File: config.mk
export PLATFORM = sky130hd
export DESIGN_NAME = fwd_hazard_unit
export DESIGN_NICKNAME = d
export VERILOG_FILES = /design/src/rtl/fwd_hazard_unit.sv
export SDC_FILE = /design/constraint.sdc
export NUM_CORES = 1
export LEC_CHECK = 0
export CAP_MARGIN = 5
export CORE_MARGIN = 2
export CORE_UTILIZATION = 35
export CTS_CLUSTER_DIAMETER = 80
export CTS_CLUSTER_SIZE = 30
export DETAILED_ROUTE_END_ITERATION = 16
export PLACE_DENSITY = 0.66
export SYNTH_ARGS = -nofsm -noshare
export SYNTH_HDL_FRONTEND = slang
export SYNTH_SLANG_ARGS = --single-unit
File: constraint.sdc
create_clock -name clk -period 5.8 [get_ports clk]
set_input_delay 1.45 -clock clk [delete_from_list [all_inputs] [get_ports clk]]
set_output_delay 1.45 -clock clk [all_outputs]
set_load 0.01 [all_outputs]
File: src/rtl/fwd_hazard_unit.sv
// Forwarding, load-use stall and branch-flush control for the ID/EX/MEM/WB pipeline.
// Includes saturating stall and flush event counters.
module fwd_hazard_unit #(
    parameter int RADDR_W  = 5,
    parameter int LOAD_LAT = 1,
    parameter int CNT_W    = 32
) (
    input  logic               clk,
    input  logic               rst,
    input  logic [RADDR_W-1:0] Ra_ID,
    input  logic [RADDR_W-1:0] Rb_ID,
    input  logic               UseRb_ID,
    input  logic               RegWr_EX,
    input  logic               MemRd_EX,
    input  logic [RADDR_W-1:0] Rd_EX,
    input  logic [RADDR_W-1:0] Ra_EX,
    input  logic [RADDR_W-1:0] Rb_EX,
    input  logic               BrTaken_EX,
    input  logic               RegWr_M,
    input  logic               MemWr_M,
    input  logic [RADDR_W-1:0] Rd_M,
    input  logic [RADDR_W-1:0] Rb_M,
    input  logic               RegWr_WB,
    input  logic [RADDR_W-1:0] Rd_WB,
    output logic [1:0]         BusAFw,
    output logic [1:0]         BusBFw,
    output logic               DiSrc,
    output logic               Stall_IF,
    output logic               Stall_ID,
    output logic               Bubble_EX,
    output logic               Flush_ID,
    output logic [CNT_W-1:0]   StallCnt,
    output logic [CNT_W-1:0]   FlushCnt
);

    typedef enum logic [0:0] {IDLE, LU_WAIT} state_t;

    localparam logic [2:0] LAT_M1 = 3'(LOAD_LAT - 1);

    state_t     state, state_nxt;
    logic [2:0] cnt, cnt_nxt;
    logic       lu;

    // MEM wins over WB only when MEM really writes; a bare address match must not hide WB.
    function automatic logic [1:0] fwd_sel(input logic               wr_m,
                                           input logic [RADDR_W-1:0] rd_m,
                                           input logic               wr_wb,
                                           input logic [RADDR_W-1:0] rd_wb,
                                           input logic [RADDR_W-1:0] rs);
        logic hit_m, hit_w;
        hit_m = wr_m  && (rd_m  != '0) && (rd_m  == rs);
        hit_w = wr_wb && (rd_wb != '0) && (rd_wb == rs);
        if (hit_m)      return 2'b10;
        else if (hit_w) return 2'b01;
        else            return 2'b00;
    endfunction

    function automatic logic [CNT_W-1:0] sat_inc(input logic [CNT_W-1:0] v);
        return (v == '1) ? v : v + 1'b1;
    endfunction

    assign BusAFw = fwd_sel(RegWr_M, Rd_M, RegWr_WB, Rd_WB, Ra_EX);
    assign BusBFw = fwd_sel(RegWr_M, Rd_M, RegWr_WB, Rd_WB, Rb_EX);
    assign DiSrc  = MemWr_M && RegWr_WB && (Rd_WB != '0) && (Rd_WB == Rb_M);

    assign lu = MemRd_EX && RegWr_EX && (Rd_EX != '0) &&
                ((Rd_EX == Ra_ID) || (UseRb_ID && (Rd_EX == Rb_ID)));

    always_ff @(posedge clk) begin
        if (rst) begin
            state <= IDLE;
            cnt   <= '0;
        end else begin
            state <= state_nxt;
            cnt   <= cnt_nxt;
        end
    end

    always_comb begin
        state_nxt = state;
        cnt_nxt   = cnt;
        Stall_IF  = 1'b0;
        Stall_ID  = 1'b0;
        Bubble_EX = 1'b0;
        Flush_ID  = 1'b0;
        case (state)
            IDLE: begin
                // A taken branch squashes the ID instruction, so its hazard is moot.
                if (BrTaken_EX) begin
                    Flush_ID  = 1'b1;
                    Bubble_EX = 1'b1;
                end else if (lu) begin
                    Stall_IF  = 1'b1;
                    Stall_ID  = 1'b1;
                    Bubble_EX = 1'b1;
                    if (LOAD_LAT > 1) begin
                        state_nxt = LU_WAIT;
                        cnt_nxt   = LAT_M1;
                    end
                end
            end
            LU_WAIT: begin
                Stall_IF  = 1'b1;
                Stall_ID  = 1'b1;
                Bubble_EX = 1'b1;
                cnt_nxt   = cnt - 3'd1;
                if (cnt == 3'd1) state_nxt = IDLE;
            end
            default: begin
                state_nxt = IDLE;
                cnt_nxt   = '0;
            end
        endcase
        if (rst) begin
            Stall_IF  = 1'b0;
            Stall_ID  = 1'b0;
            Bubble_EX = 1'b0;
            Flush_ID  = 1'b0;
        end
    end

    always_ff @(posedge clk) begin
        if (rst) begin
            StallCnt <= '0;
            FlushCnt <= '0;
        end else begin
            if (Stall_ID) StallCnt <= sat_inc(StallCnt);
            if (Flush_ID) FlushCnt <= sat_inc(FlushCnt);
        end
    end

endmodule

==> impl_metrics.env, run 1 <==
export IMPL_status="finished, final reports clean"
export IMPL_cts_clk_slew_worst_paths_ns=0.07
export IMPL_setup_violations_final=0
export IMPL_post_place_cells=712
export IMPL_grt_overflow=0
export IMPL_grt_pass1_vias=3504
export IMPL_post_cts_resized=0
export IMPL_drc=0
export IMPL_path_delay_family="buffers and inverters"
export IMPL_root_buffer="clkbuf_8"
export IMPL_fin_crit_ns=5.19
export IMPL_nNetsFinal=636
export IMPL_cts_sinks=68
export IMPL_regToRegSetupSlack_ns=3.09
export IMPL_antenna_found_initial=0
export IMPL_die_w_um=109
export IMPL_worst_path_max_fanout=9
export IMPL_drive_gt1_share_pct=5.61
export IMPL_crit_path_max_incr_delay_ns=0.56
export IMPL_cp_num_cells=7
export IMPL_worst_path_buf_inv=3
export IMPL_synth_area_top_cells="dfxtp_1 (35%), xnor2_1 (7.5%), xor2_1 (6.1%)"
export IMPL_endpoint="Stall_IF"
export IMPL_cts_tree="yes"
export IMPL_maxSlewViolCount=0
export IMPL_synth_edf_count=0
export IMPL_hold_depth=2
export IMPL_worstPathArrival_ns=3.74
export IMPL_p_per_area_nw_per_um2=169
export IMPL_cp_end_kind="primary output"
export IMPL_yosysMostFrequentCell="dfxtp_1"
export IMPL_wirelength_um=10400
export IMPL_worstSetupStartpointType="primary input"
export IMPL_port_buffers=121
export IMPL_finalNonFillerCells=728
export IMPL_r2r_cells=6
export IMPL_ioPinCount=122
export IMPL_clk_latency_ns=0.34
export IMPL_syn_area_um2=3850
export IMPL_maxCapViolCount=0
export IMPL_finalHoldViolCount=0
export IMPL_syn_avg_cell_area_um2=8.27
export IMPL_fmax_mhz=193
export IMPL_rsz0062_at_grt="no"
export IMPL_avgViaCountPerCell=5.25
export IMPL_clockBufferDepth=2
export IMPL_vias=3823
export IMPL_dieArea_um2=11900
export IMPL_p_leak_uw=0.00171
export IMPL_timing_rr_end="StallCnt[12]"
export IMPL_worst_endpoint_required_ns=4.35
export IMPL_synth_top_flop_cell="dfxtp_1"
export IMPL_coreArea_um2=10800
export IMPL_cts_buffers=9
export IMPL_cts_setup_buffers=0
export IMPL_cp_slowest_cell="or4_1"
export IMPL_post_dp_hpwl_um=7770
export IMPL_gp_congestion=0.799
export IMPL_diodes=0
export IMPL_start_util_pct=35.7
export IMPL_slew_headroom_pct=46.4
export IMPL_final_setup_tns_ns=0
export IMPL_grt_usage_pct=17.8
export IMPL_post_route_period_util_pct=89.5
export IMPL_clock_skew_ns=0.0103
export IMPL_netlist_instances=466
export IMPL_ys_seq_area_share_pct=35.3
export IMPL_synth_commonest_cells="dfxtp_1 (68), nor2_1 (47), nand2_1 (36), a21oi_1 (35), xnor2_1 (33)"
export IMPL_ir_worst_vdd_mv=0.104
export IMPL_yosysTopAreaCell="dfxtp_1"
export IMPL_drtPass1Iterations=4
export IMPL_ys_ff_latch=68
export IMPL_worst_slew_pin_slew_ns=0.804
export IMPL_route_antenna_remaining_nets=0
export IMPL_whs_ns=0.493
export IMPL_htree_levels=3
export IMPL_cts_hold_buffers=0
export IMPL_crit_top_cell="clkdlybuf4s50_1"
export IMPL_first_iter_violations=162
export IMPL_ys_types=53
export IMPL_yosysTopAreaCellShare_pct=35.3
export IMPL_path_class="primary input to primary output"
export IMPL_synth_nets=519
export IMPL_ys_async_sr_fraction_pct=0
export IMPL_rows=38
export IMPL_r2r_start="StallCnt[8]"
export IMPL_grt_first_pass_wirelength_um=16900
export IMPL_hp_class="flip-flop to flip-flop"
export IMPL_ys_warn_count=0
export IMPL_crit_start="Rd_EX[1]"
export IMPL_grt_max_degree=52
export IMPL_die_height_um=109
export IMPL_cp_cell_sequence="clkdlybuf4s50_1, or4_1, o211ai_2, nor3_1, a21boi_2, inv_1, clkdlybuf4s50_1"
export IMPL_syn2layout_area_growth_pct=37.9
export IMPL_routedWlPerCell_um=14.3
-- power by group --
group	internal, uW	total (uW)	switching [uW]
clock network	164	343	179
registers	468	469	1.60
logic	50.3	88.4	38.1
total	682	900	219
-- cell families (layout without fill, tap and decap cells) --
kind of cell / count (synthesis) / count (layout) / share of synthesized area [%]
xor gates and xnor gates: 60 / 60 / 13.6
muxes: 4 / 4 / 1.07
adders and majority gates: 4 / 4 / 1.30
and+or+nand+nor: 215 / 215 / 31.6
AOI/OAI and AO/OA: 85 / 85 / 13.2
DFF: 68 / 68 / 35.3
buffers and inverters: 30 / 152 / 3.83
-- per-stage QoR --
step	power (uW)	worst slack, ns	instance area [um2]	utilization (%)
floorplan	517	1.57	3850	-
global placement	567	0.614	5150	47.7
detailed placement	569	0.578	5150	47.7
CTS	913	0.577	5320	49.3
global route	941	0.445	5320	49.3
finish	900	0.612	5320	49.3
-- layer usage --
layer	GRT usage, %	vias up	routed length [um]
li1	-	1932	-
met1	22.7	1779	4800
met2	29.5	104	4910
met3	5.14	8	592
met4	4.67	0	87
met5	0	-	0
-- worst register-to-register path: stages (launching register included) --
cell	delay, ns
dfxtp_1	0.38
nand4_2	0.12
or2_1	0.32
nand4bb_1	0.19
nand3_2	0.63
or4_2	0.82
a21oi_1	0.17
-- worst min-delay path by stage --
stage / from / to / slack (ns)
after floorplan: cnt[2] / state / 0.45
after global placement: cnt[2] / state / 0.46
after detailed placement: cnt[2] / state / 0.48
after CTS: StallCnt[16] / StallCnt[16] / 0.49
after global routing: cnt[2] / state / 0.52
final: cnt[2] / state / 0.49
-- flip-flops by register name, summed over array words and instances, names as in the netlist --
name and flops:
FlushCnt 32, StallCnt 32, cnt 3, state 1
-- area by class of cell --
| type | instances | area, um2 |
|---|---|---|
| clock buffer | 11 | 141 |
| tap | 140 | 175 |
| inverter | 14 | 52.6 |
| sequential | 68 | 1360 |
| multi-input combinational | 368 | 2350 |
| timing repair buffer | 122 | 1210 |
| fill | 1021 | 5480 |
| clock inverter | 5 | 27.5 |
-- layout by cell type (no fill, tap or decap), types with 15 or more instances in the layout --
cell type,Yosys,routed
a21oi_1,35,35
xnor2_1,33,33
or4_1,18,18
nor2_1,47,47
o21ai_0,23,23
nand3_1,24,24
or3_1,16,16
clkdlybuf4s50_1,0,120
xor2_1,27,27
nand4_1,17,17
dfxtp_1,68,68
nand2_1,36,36
o31ai_1,15,15
Note: power is estimated with default switching activity, not from simulation.
==> run 2, diff against run 1 <==
ABC_CLOCK_PERIOD_IN_PS = 5800   (was not set)
PLACE_DENSITY = not set   (was 0.66)
==> run 2 against run 1 <==
Final area is 0.33% lower. Maximum frequency down 0.12%. Non-clock buffer count stayed put. Register-to-register slack improved by 0.04 ns. Die area is the same. Largest cell class unchanged.
==> impl_metrics.env, run 2 (synthesis gave the netlist of run 1 again) <==
export IMPL_status="finished, final reports clean"
export IMPL_route_antenna_remaining_nets=0
export IMPL_antenna_found_initial=0
export IMPL_cts_hold_buffers=0
export IMPL_top_regs="FlushCnt: 32 flops, StallCnt: 32 flops, cnt: 3 flops"
export IMPL_grt_overflow=0
export IMPL_diodes=0
export IMPL_finalPower_uw=886
export IMPL_post_route_period_util_pct=89.6
export IMPL_gp_congestion=0.807
export IMPL_root_buffer="clkbuf_8"
export IMPL_first_iter_violations=175
export IMPL_drc=0
export IMPL_wirelength_um=10500
export IMPL_drtPass1Iterations=4
export IMPL_die_height_um=109
export IMPL_post_dp_hpwl_um=7930
export IMPL_avgViaCountPerCell=5.32
export IMPL_grt_first_pass_wirelength_um=17200
export IMPL_drive_gt1_share_pct=4.94
export IMPL_p_leak_uw=0.00169
export IMPL_final_cell_mix="clkdlybuf4s50_1 (120), dfxtp_1 (68), nor2_1 (47)"
export IMPL_die_w_um=109
export IMPL_worst_endpoint_required_ns=4.35
export IMPL_cts_sinks=68
export IMPL_vias=3867
export IMPL_final_setup_tns_ns=0
export IMPL_slew_headroom_pct=47.5
export IMPL_start_util_pct=35.7
export IMPL_htree_levels=3
export IMPL_worst_slack_ns=0.605
export IMPL_grt_max_degree=55
export IMPL_post_cts_resized=0
export IMPL_r2r_cells=6
export IMPL_pre_cts_slack_ns=0.577
export IMPL_maxCapViolCount=0
export IMPL_finalHoldViolCount=0
export IMPL_clk_latency_ns=0.35
export IMPL_coreArea_um2=10800
export IMPL_cts_tree="yes"
export IMPL_worst_slew_pin_slew_ns=0.787
export IMPL_post_place_cells=712
export IMPL_finalNonFillerCells=727
export IMPL_p_per_area_nw_per_um2=167
export IMPL_dieArea_um2=11900
export IMPL_worst_path_max_fanout=3
export IMPL_port_buffers=121
export IMPL_cts_setup_buffers=0
export IMPL_worstSetupStartpointType="primary input"
export IMPL_worstHoldEndpoint="state"
export IMPL_routedWlPerCell_um=14.5
export IMPL_path_class="primary input to primary output"
export IMPL_nNetsFinal=636
export IMPL_cts_clk_slew_worst_paths_ns=0.07
export IMPL_rsz0062_at_grt="no"
export IMPL_ioPinCount=122
export IMPL_fin_crit_ns=5.19
export IMPL_timing_rr_end="StallCnt[12]"
export IMPL_worstPathArrival_ns=3.74
export IMPL_rows=38
export IMPL_layout_commonest_cell="clkdlybuf4s50_1"
export IMPL_fmax_mhz=193
export IMPL_grt_usage_pct=18.3
export IMPL_setup_violations_final=0
export IMPL_syn2layout_area_growth_pct=37.5
export IMPL_cp_end_kind="primary output"
export IMPL_cts_buffers=9
export IMPL_hold_depth=2
export IMPL_regToRegSetupSlack_ns=3.13
export IMPL_hp_class="flip-flop to flip-flop"
export IMPL_r2r_start="StallCnt[9]"
export IMPL_ir_worst_vdd_mv=0.0785
export IMPL_grt_pass1_vias=3644
export IMPL_hp_start="cnt[2]"
export IMPL_maxSlewViolCount=0
export IMPL_clock_skew_ns=0.00896
export IMPL_clockBufferDepth=2
==> run 2: changes by cell type in the layout (fill, tap and decap cells not counted) <==
cell      previous run  this run
clkbuf_1             1         4
clkbuf_8            10         9
clkinv_2             4         1
==> run 2: worst max-delay path, cell delays in order <==
cell and delay [ns]:
clkdlybuf4s50_1 0.46, or4_1 0.54, o21ai_0 0.23, nor4_1 0.11, nor4_1 0.35, clkdlybuf4s50_1 0.61
==> run 2: worst max-delay path by stage <==
stage | start | slack [ns] | to | depth (start not counted)
6_report | Rd_M[1] | 0.61 | BusBFw[0] | 6
5_1_grt | Rd_EX[1] | 0.49 | Stall_IF | 7
3_5_place_dp | Rd_EX[1] | 0.58 | Stall_ID | 7
3_3_place_gp | Rd_EX[1] | 0.61 | Stall_IF | 7
2_1_floorplan | Rd_EX[1] | 1.57 | Stall_IF | 6
4_1_cts | Rd_EX[1] | 0.58 | Stall_ID | 7
==> run 2: per-layer routing <==
metal / part of all wire [%] / track usage (%) / up-vias / routed length [um]
met3: 6.7 / 5.02 / 18 / 710
met1: 46 / 22.9 / 1788 / 4820
met5: 0 / 0 / - / 0
met2: 45 / 29.8 / 127 / 4780
li1: - / - / 1934 / -
met4: 2.0 / 7.23 / 0 / 211
==> run 2: power breakdown <==
group | switching, uW | total [uW] | leakage, uW | internal (uW)
sequential | 1.52 | 469 | 0.000548 | 468
combinational | 38.5 | 88.8 | 0.00107 | 50.3
clock | 175 | 328 | 0.0000735 | 153
==> run 2: through the flow <==
step	util (%)	instance area (um2)	hold WS (ns)
6_report	49.1	5300	0.482
5_1_grt	49.1	5300	0.504
4_1_cts	49.1	5300	0.481
3_5_place_dp	47.7	5150	0.475
3_3_place_gp	47.7	5150	0.462
2_1_floorplan	-	3850	0.450
==> run 2: area by class of cell <==
| cell class | count | area (um2) |
|---|---|---|
| fill | 1064 | 5490 |
| tap | 140 | 175 |
| clock buffer | 13 | 139 |
| timing repair buffer | 122 | 1210 |
| inverter | 14 | 52.6 |
| multi-input combinational | 368 | 2350 |
| sequential | 68 | 1360 |
| clock inverter | 2 | 12.5 |
==> run 3, diff against run 2 <==
REMOVE_ABC_BUFFERS = 1   (was not set)
==> run 3 against run 2 <==
Critical path depth grew 1. Sequential share of layout area shrank 0.16 points. Largest power group unchanged. Final cell count grew 0.14%. Maximum frequency grew 0.51%. Utilization grew 0.31 points. Critical endpoint is now Stall_IF. Flip-flop and latch count is the same. Combinational power is essentially flat. Highest routed layer unchanged.
==> impl_metrics.env, run 3 (synthesis gave the netlist of run 1 again) <==
export IMPL_clock_skew_ns=0.0114
export IMPL_maxSlewViolCount=0
export IMPL_rsz0062_at_grt="no"
export IMPL_cts_sinks=68
export IMPL_worst_slew_pin_slew_ns=0.806
export IMPL_worstPathArrival_ns=3.72
export IMPL_cp_slowest_cell="or4_1"
export IMPL_grt_first_pass_wirelength_um=17700
export IMPL_nNetsFinal=636
export IMPL_post_route_period_util_pct=89.1
export IMPL_fin_crit_ns=5.17
export IMPL_slew_headroom_pct=46.2
export IMPL_maxCapViolCount=0
export IMPL_p_per_area_nw_per_um2=176
export IMPL_root_buffer="clkbuf_8"
export IMPL_clockBufferDepth=2
export IMPL_grt_pass1_vias=3717
export IMPL_avgViaCountPerCell=5.30
export IMPL_drive_gt1_share_pct=5.27
export IMPL_cts_clk_slew_worst_paths_ns=0.07
export IMPL_diodes=0
export IMPL_wirelength_um=10500
export IMPL_grt_max_degree=50
export IMPL_die_w_um=109
export IMPL_regArea_um2=1360
export IMPL_drc=0
export IMPL_p_leak_uw=0.00171
export IMPL_gp_congestion=0.830
export IMPL_multi_input_area_um2=2350
export IMPL_path_class="primary input to primary output"
export IMPL_post_cts_resized=0
export IMPL_hp_class="flip-flop to flip-flop"
export IMPL_finalHoldViolCount=0
export IMPL_ir_worst_vdd_mv=0.104
export IMPL_clk_latency_ns=0.35
export IMPL_port_buffers=121
export IMPL_rows=38
export IMPL_top_regs="FlushCnt: 32 flops, StallCnt: 32 flops, cnt: 3 flops"
export IMPL_ioPinCount=122
export IMPL_fillCellCount=1049
export IMPL_vias=3855
export IMPL_final_cell_mix="clkdlybuf4s50_1 (120), dfxtp_1 (68), nor2_1 (47)"
export IMPL_coreArea_um2=10800
export IMPL_htree_levels=3
export IMPL_final_util_pct=49.4
export IMPL_cts_hold_buffers=0
export IMPL_cts_buffers=9
export IMPL_worstSetupStartpointType="primary input"
export IMPL_worst_endpoint_required_ns=4.35
export IMPL_crit_path_max_incr_delay_ns=0.56
export IMPL_status="finished, final reports clean"
export IMPL_crit_top_cell="clkdlybuf4s50_1"
export IMPL_first_iter_violations=156
export IMPL_cts_setup_buffers=0
export IMPL_antenna_found_initial=0
export IMPL_die_height_um=109
export IMPL_finalPower_uw=940
export IMPL_start_util_pct=35.7
export IMPL_setup_violations_final=0
export IMPL_cp_end_kind="primary output"
export IMPL_route_antenna_remaining_nets=0
export IMPL_final_setup_tns_ns=0
export IMPL_grt_overflow=0
export IMPL_syn2layout_area_growth_pct=38.4
export IMPL_regToRegSetupSlack_ns=3.10
export IMPL_grt_usage_pct=18.5
export IMPL_routedWlPerCell_um=14.4
export IMPL_cts_tree="yes"
export IMPL_layout_commonest_cell="clkdlybuf4s50_1"
export IMPL_dieArea_um2=11900
export IMPL_worst_path_max_fanout=9
export IMPL_drtPass1Iterations=4
export IMPL_cp_cell_sequence="clkdlybuf4s50_1, or4_1, o211ai_2, nor3_1, a21boi_2, inv_1, clkdlybuf4s50_1"
export IMPL_fmax_mhz=193
export IMPL_post_dp_hpwl_um=7670
-- run 3: cell types whose count changed in the layout (fill, tap and decap cells not counted), sizes merged --
cell,change
clkbuf,-1
clkinvlp,+1
bufinv,+1
-- run 3: final timing paths --
path / from / to / depth (start not counted)
worst min register to register: cnt[1] / cnt[1] / 2
worst max register to register: StallCnt[11] / StallCnt[12] / 6
worst max-delay path: Rd_EX[1] / Stall_IF / 7
worst min-delay path: cnt[1] / cnt[1] / 2
-- run 3: layer usage --
metal	wire [um]	part of all wire (%)	track usage, %
met1	4800	46	23.7
met3	631	6.0	5.80
met2	4900	47	29.9
met4	132	1.3	5.13
met5	0	0	0
-- run 3: metrics by stage --
| stage | setup slack, ns | instance area, um2 | instances | hold slack [ns] |
|---|---|---|---|---|
| detailed placement | 0.626 | 5150 | 712 | 0.472 |
| finish | 0.631 | 5330 | 728 | 0.481 |
| CTS | 0.626 | 5330 | 728 | 0.483 |
| global placement | 0.687 | 5150 | 712 | 0.459 |
| global route | 0.489 | 5330 | 728 | 0.518 |
| floorplan | 1.61 | 3760 | 450 | 0.450 |
-- run 3: power breakdown --
part	internal (uW)	switching, uW
clock network	198	184
logic	50.3	38.3
registers	467	1.34
-- run 3: layout make-up --
| cell class | instances | area share [%] |
|---|---|---|
| Timing Repair Buffer | 122 | 22.8 |
| Sequential cell | 68 | 25.5 |
| Tap cell | 140 | 3.28 |
| Clock buffer | 12 | 2.53 |
| Multi-Input combinational cell | 368 | 44.0 |
| Inverter | 14 | 0.985 |
| Clock inverter | 4 | 0.938 |
-- run 3: critical path: cells and delay by family --
kind / cells / cell delay (ns)
compound gates: 2 / 0.54
buf+inv: 3 / 1.05
simple gates: 2 / 0.66
